## config.mk

```make
export PLATFORM = sky130hd
export DESIGN_NAME = fau_expand
export DESIGN_NICKNAME = d
export VERILOG_FILES = /design/src/rtl/fau_expand.sv
export SDC_FILE = /design/constraint.sdc
export NUM_CORES = 1
export LEC_CHECK = 0
export BUFFER_PORTS_ARGS = -buffer_cell sky130_fd_sc_hd__buf_2
export CAP_MARGIN = 30
export CELL_PAD_IN_SITES_DETAIL_PLACEMENT = 0
export CELL_PAD_IN_SITES_GLOBAL_PLACEMENT = 2
export CORE_MARGIN = 5
export CORE_UTILIZATION = 32
export CTS_BUF_LIST = sky130_fd_sc_hd__clkbuf_4 sky130_fd_sc_hd__clkbuf_8
export CTS_CLUSTER_SIZE = 20
export DETAILED_ROUTE_END_ITERATION = 6
export PLACE_DENSITY_LB_ADDON = 0.1
export SLEW_MARGIN = 20
export SYNTH_ARGS = -nofsm -noshare
export SYNTH_HDL_FRONTEND = slang
export SYNTH_SLANG_ARGS = --single-unit
export TNS_END_PERCENT = 100
```

## constraint.sdc

```tcl
create_clock -name clk -period 2.6 [get_ports clk]
set_clock_uncertainty 0.1 [all_clocks]
set_input_delay 0.78 -clock clk [delete_from_list [all_inputs] [get_ports clk]]
set_output_delay 0.78 -clock clk [all_outputs]
set_load 0.03 [all_outputs]
```

## src/rtl/fau_expand.sv

```systemverilog
// rtl/fau_expand.sv - streaming unpacker from packed 8-bit codes to 32-bit accumulator values
//
// Accepts one LANES-wide packed word per input handshake and emits one expanded
// lane per output handshake, lane 0 first. The format is latched with the word.
//
// Ports:
//   clk, rst_n           clock, asynchronous active-low reset
//   in_valid/in_ready    packed word handshake
//   in_data              LANES packed codes, lane k = in_data[k*W +: W]
//   fp_src               format: 0x unsigned, 10 signed << 17, 11 signed << 19
//   out_valid/out_ready  expanded value handshake
//   out_data             expanded 32-bit value
//   out_last             marks the final lane of a word
module fau_expand #(
   parameter int W     = 8,
   parameter int LANES = 4
) (
   input  logic               clk,
   input  logic               rst_n,
   input  logic               in_valid,
   output logic               in_ready,
   input  logic [LANES*W-1:0] in_data,
   input  logic [1:0]         fp_src,
   output logic               out_valid,
   input  logic               out_ready,
   output logic [31:0]        out_data,
   output logic               out_last
);

   localparam int LW = $clog2(LANES);

   localparam logic [0:0] S_IDLE = 1'b0;
   localparam logic [0:0] S_EMIT = 1'b1;

   logic [0:0]         state_q, state_d;
   logic [LANES*W-1:0] buf_q, buf_d;
   logic [1:0]         fmt_q, fmt_d;
   logic [LW-1:0]      lane_q, lane_d;

   logic               emit;
   logic               is_last;
   logic               load;
   logic [W-1:0]       code;
   logic [31:0]        expanded;

   assign emit    = (state_q == S_EMIT);
   assign is_last = (lane_q == LW'(LANES - 1));

   // The last lane being consumed frees the buffer in the same cycle, which is
   // what lets back-to-back words stream without a bubble.
   assign in_ready = !emit || (is_last && out_ready);
   assign load     = in_valid && in_ready;

   always_comb begin
      code = '0;
      for (int k = 0; k < LANES; k++) begin
         if (lane_q == LW'(k)) begin
            code = buf_q[k*W +: W];
         end
      end
   end

   // Signed formats keep bit 7 as the sign and replicate it above the
   // magnitude bits, i.e. sign_extend(code) shifted left.
   always_comb begin
      case (fmt_q)
         2'b10:   expanded = {{8{code[7]}}, code[6:0], 17'b0};
         2'b11:   expanded = {{6{code[7]}}, code[6:0], 19'b0};
         default: expanded = {8'h00, code, 16'h0000};
      endcase
   end

   assign out_valid = emit;
   assign out_last  = emit && is_last;
   assign out_data  = emit ? expanded : 32'h0;

   always_comb begin
      state_d = state_q;
      buf_d   = buf_q;
      fmt_d   = fmt_q;
      lane_d  = lane_q;
      if (load) begin
         buf_d   = in_data;
         fmt_d   = fp_src;
         lane_d  = '0;
         state_d = S_EMIT;
      end else if (emit && out_ready) begin
         if (is_last) begin
            state_d = S_IDLE;
            lane_d  = '0;
         end else begin
            lane_d = lane_q + LW'(1);
         end
      end
   end

   always_ff @(posedge clk or negedge rst_n) begin
      if (!rst_n) begin
         state_q <= S_IDLE;
         buf_q   <= '0;
         fmt_q   <= 2'b00;
         lane_q  <= '0;
      end else begin
         state_q <= state_d;
         buf_q   <= buf_d;
         fmt_q   <= fmt_d;
         lane_q  <= lane_d;
      end
   end

endmodule
```

==> impl_metrics.csv <==
group,metric,value,unit
status,status,"finished with violations",
status,violations,"negative setup slack",
yosys,synthTopCellsByCount,"dfrtp_1, mux2_2, buf_4",
setup_path,cp_max_fo,7,
setup_path,critPathKind,"reg2out",
route,post_drt_wl_per_cell,14.4,um
yosys,synthFlopType,"dfrtp_1",
yosys,synthTopCellsByArea,"dfrtp_1, mux2_2, buf_4, nand2_1, ha_1",
sta,rsz0062_at_grt,"true",
route,drcViolationCount,0,
finish,final_util,0.459,
setup_path,crit_required,1.72,ns
cts,path_clk_slew,0.07,ns
setup_path,rrSetupSlack,0.59,ns
yosys,syn_inst,197,
yosys,async_reset_ff_frac,1.00,
setup_path,r2r-end,"buf_q[26]$_DFFE_PN0N_",
sta,setup_viol,16,
sta,final_max_slew_viol_count,0,
floorplan,die_w,91.8,um
cts,cts-root-to-sink-buffers,2,
floorplan,initial_core_util,0.334,
floorplan,ioPinCount,73,
finish,nets,310,
yosys,synth.yosys.seq_area_share,0.432,
setup_path,worstPathArrival,2.13,ns
pwr,cellPowerDensity,1580,nW/um^2
pwr,p_leak,1.34,nW
yosys,synth_largest_area_cell,"dfrtp_1",
setup_path,end_kind,"output port",
route,vias_per_cell,4.71,
worst_hold_path,hold_path_class,"in2async",
setup_path,crit_chain,"buf_6 > ha_4 > nor3b_1 > a311o_1 > buf_4 > o22a_1 > nor2_2 > buf_6",
grt,grt_pass1_wl,8340,um
finish,num-fill-cells,601,
setup_path,crit_path_top_delay_cell,"dfrtp_2",
sta,hold_viol_final,0,
finish,drive_above_1_share,0.580,
route,drt_pass1_iterations,4,
yosys,synth_edf_count,0,
route,drt_iter0_drc,30,
grt,overflow,0,
route,vias,1630,
finish,area_growth,37.5,%
setup_path,crit_top_cell,"buf_6",
grt,antenna_found_initial,0,
yosys,ys_ff_latch,37,
finish,seqCellArea,928,um^2
place,gp_congestion,0.753,
sta,period_needed,3.01,ns
sta,slew_headroom,0.661,
route,finalWirelength,4990,um
floorplan,core,6420,um^2
grt,grt_max_degree,34,
place,dp_hpwl,3940,um
finish,antenna_cells,0,
floorplan,rows,29,
sta,timing.fmax,332,MHz
place,numPortBuffers,56,
flow_run,drv_cap,0,
cts,cts_tree,"yes",
yosys,yosysWarningCount,0,
grt,grt_use_total,0.125,
pwr,ir_drop,437,uV
sta,hold-worst-slack,0.315,ns
sta,setup_slack,-0.411,ns
cts,h-tree-depth,2,
floorplan,die_h,91.8,um
cts,clk_latency,0.28,ns
setup_path,r2r_cells,8,
setup_path,rr_startpoint,"lane_q[1]$_DFFE_PN0P_",
setup_path,cpPeakStageDelay,0.44,ns
yosys,syn_area,2140,um^2
setup_path,startpoint_type,"register",
yosys,netlist.area_leader.share,0.432,
cts,root_buffer,"clkbuf_8",
cts,clkSinkCount,37,
cts,cts_buffers,5,
sta,tightest_slew,0.508,ns
finish,multi_input_area,1220,um^2
yosys,yosysMostFrequentCell,"dfrtp_1",
route,drtAntennaViolNets,0,
grt,grt_pass1_vias,1607,
floorplan,die_area,8430,um^2
yosys,synth_cell_types,39,
yosys,syn_area_per_cell,10.9,um^2
pwr,power.total,4.66,mW
sta,fin_crit_sh,1.16,
[registers in the layout, summed over array words and instances (netlist names)]
name,flops
buf_q,32
lane_q,2
out_valid,1
fmt_q,2
[critical path: cells and delay by family, from the launching register on]
| kind | cells | cell delay, ns |
|---|---|---|
| buffers and inverters | 3 | 0.42 |
| flip-flops | 1 | 0.44 |
| AND/OR/NAND/NOR | 2 | 0.26 |
| AO/OA/AOI/OAI | 2 | 0.55 |
| adder cells (fa/ha/maj) | 1 | 0.18 |
[cell usage in the layout (no fill, tap or decap), drive strengths merged, types with 2 or more instances in the layout]
master / instances
a211oi: 3
a21oi: 6
a311o: 4
a311oi: 3
buf: 79
clkbuf: 7
conb: 16
dfrtp: 37
ha: 4
inv: 6
mux2: 34
nand2: 22
nand3: 2
nand3b: 6
nor2: 7
nor2b: 5
nor3b: 5
o211ai: 2
o21ai: 5
o22a: 4
[per-stage QoR]
stage | cells | setup TNS (ns) | cell area [um^2] | setup WS (ns)
final | 346 | -5.38 | 2950 | -0.411
after global routing | 346 | -7.52 | 2950 | -0.524
after CTS | 344 | -5.64 | 2870 | -0.439
after detailed placement | 333 | -3.00 | 2600 | -0.298
after global placement | 333 | -2.76 | 2600 | -0.277
after floorplan | 212 | -0.200 | 2280 | -0.0746
[logic make-up after synthesis]
group	count (synthesis)	synth area share
AND/OR/NAND/NOR	51	0.130
flip-flops	37	0.432
buffers and inverters	36	0.111
AO/OA/AOI/OAI	34	0.123
multiplexers	34	0.179
adder cells (fa/ha/maj)	4	0.0234
other	1	0.00175
[worst max-delay path by stage]
stage / startpoint / to / slack [ns] / depth (start not counted)
global placement: lane_q[0]$_DFFE_PN0P_ / out_data[23] / -0.28 / 6
CTS: lane_q[1]$_DFFE_PN0P_ / out_data[20] / -0.44 / 7
finish: lane_q[1]$_DFFE_PN0P_ / out_data[17] / -0.41 / 8
detailed placement: lane_q[0]$_DFFE_PN0P_ / out_data[20] / -0.30 / 6
floorplan: lane_q[0]$_DFFE_PN0P_ / out_data[20] / -0.07 / 7
global route: lane_q[1]$_DFFE_PN0P_ / out_data[19] / -0.52 / 8
[layout make-up]
class                           instances  area share
Clock buffer                            7      0.0327
Clock inverter                          1     0.00170
Inverter                                6     0.00934
Multi-Input combinational cell        139       0.413
Sequential cell                        37       0.315
Tap cell                               77      0.0327
Timing Repair Buffer                   79       0.195
[routing by layer]
layer / share of wire / wire length, um / track usage
met1: 0.47 / 2350 / 0.173
met2: 0.45 / 2260 / 0.189
met3: 0.063 / 314 / 0.0360
met4: 0.013 / 67 / 0.0371
met5: 0 / 0 / 0
[what timing repair did]
action                     CTS  global route
hold buffers                 0             0
setup endpoints to repair   17            17
gates resized for setup     42            19
buffers inserted             4             2
pin swaps                   14            10
hold endpoints to repair     0             0
[power by group]
group	total, mW	switching, mW	internal [mW]
clock	0.432	0.193	0.239
sequential	1.12	0.254	0.866
combinational	3.11	1.54	1.57
total	4.66	1.99	2.67
No activity file was read; power rests on OpenSTA's default activity.
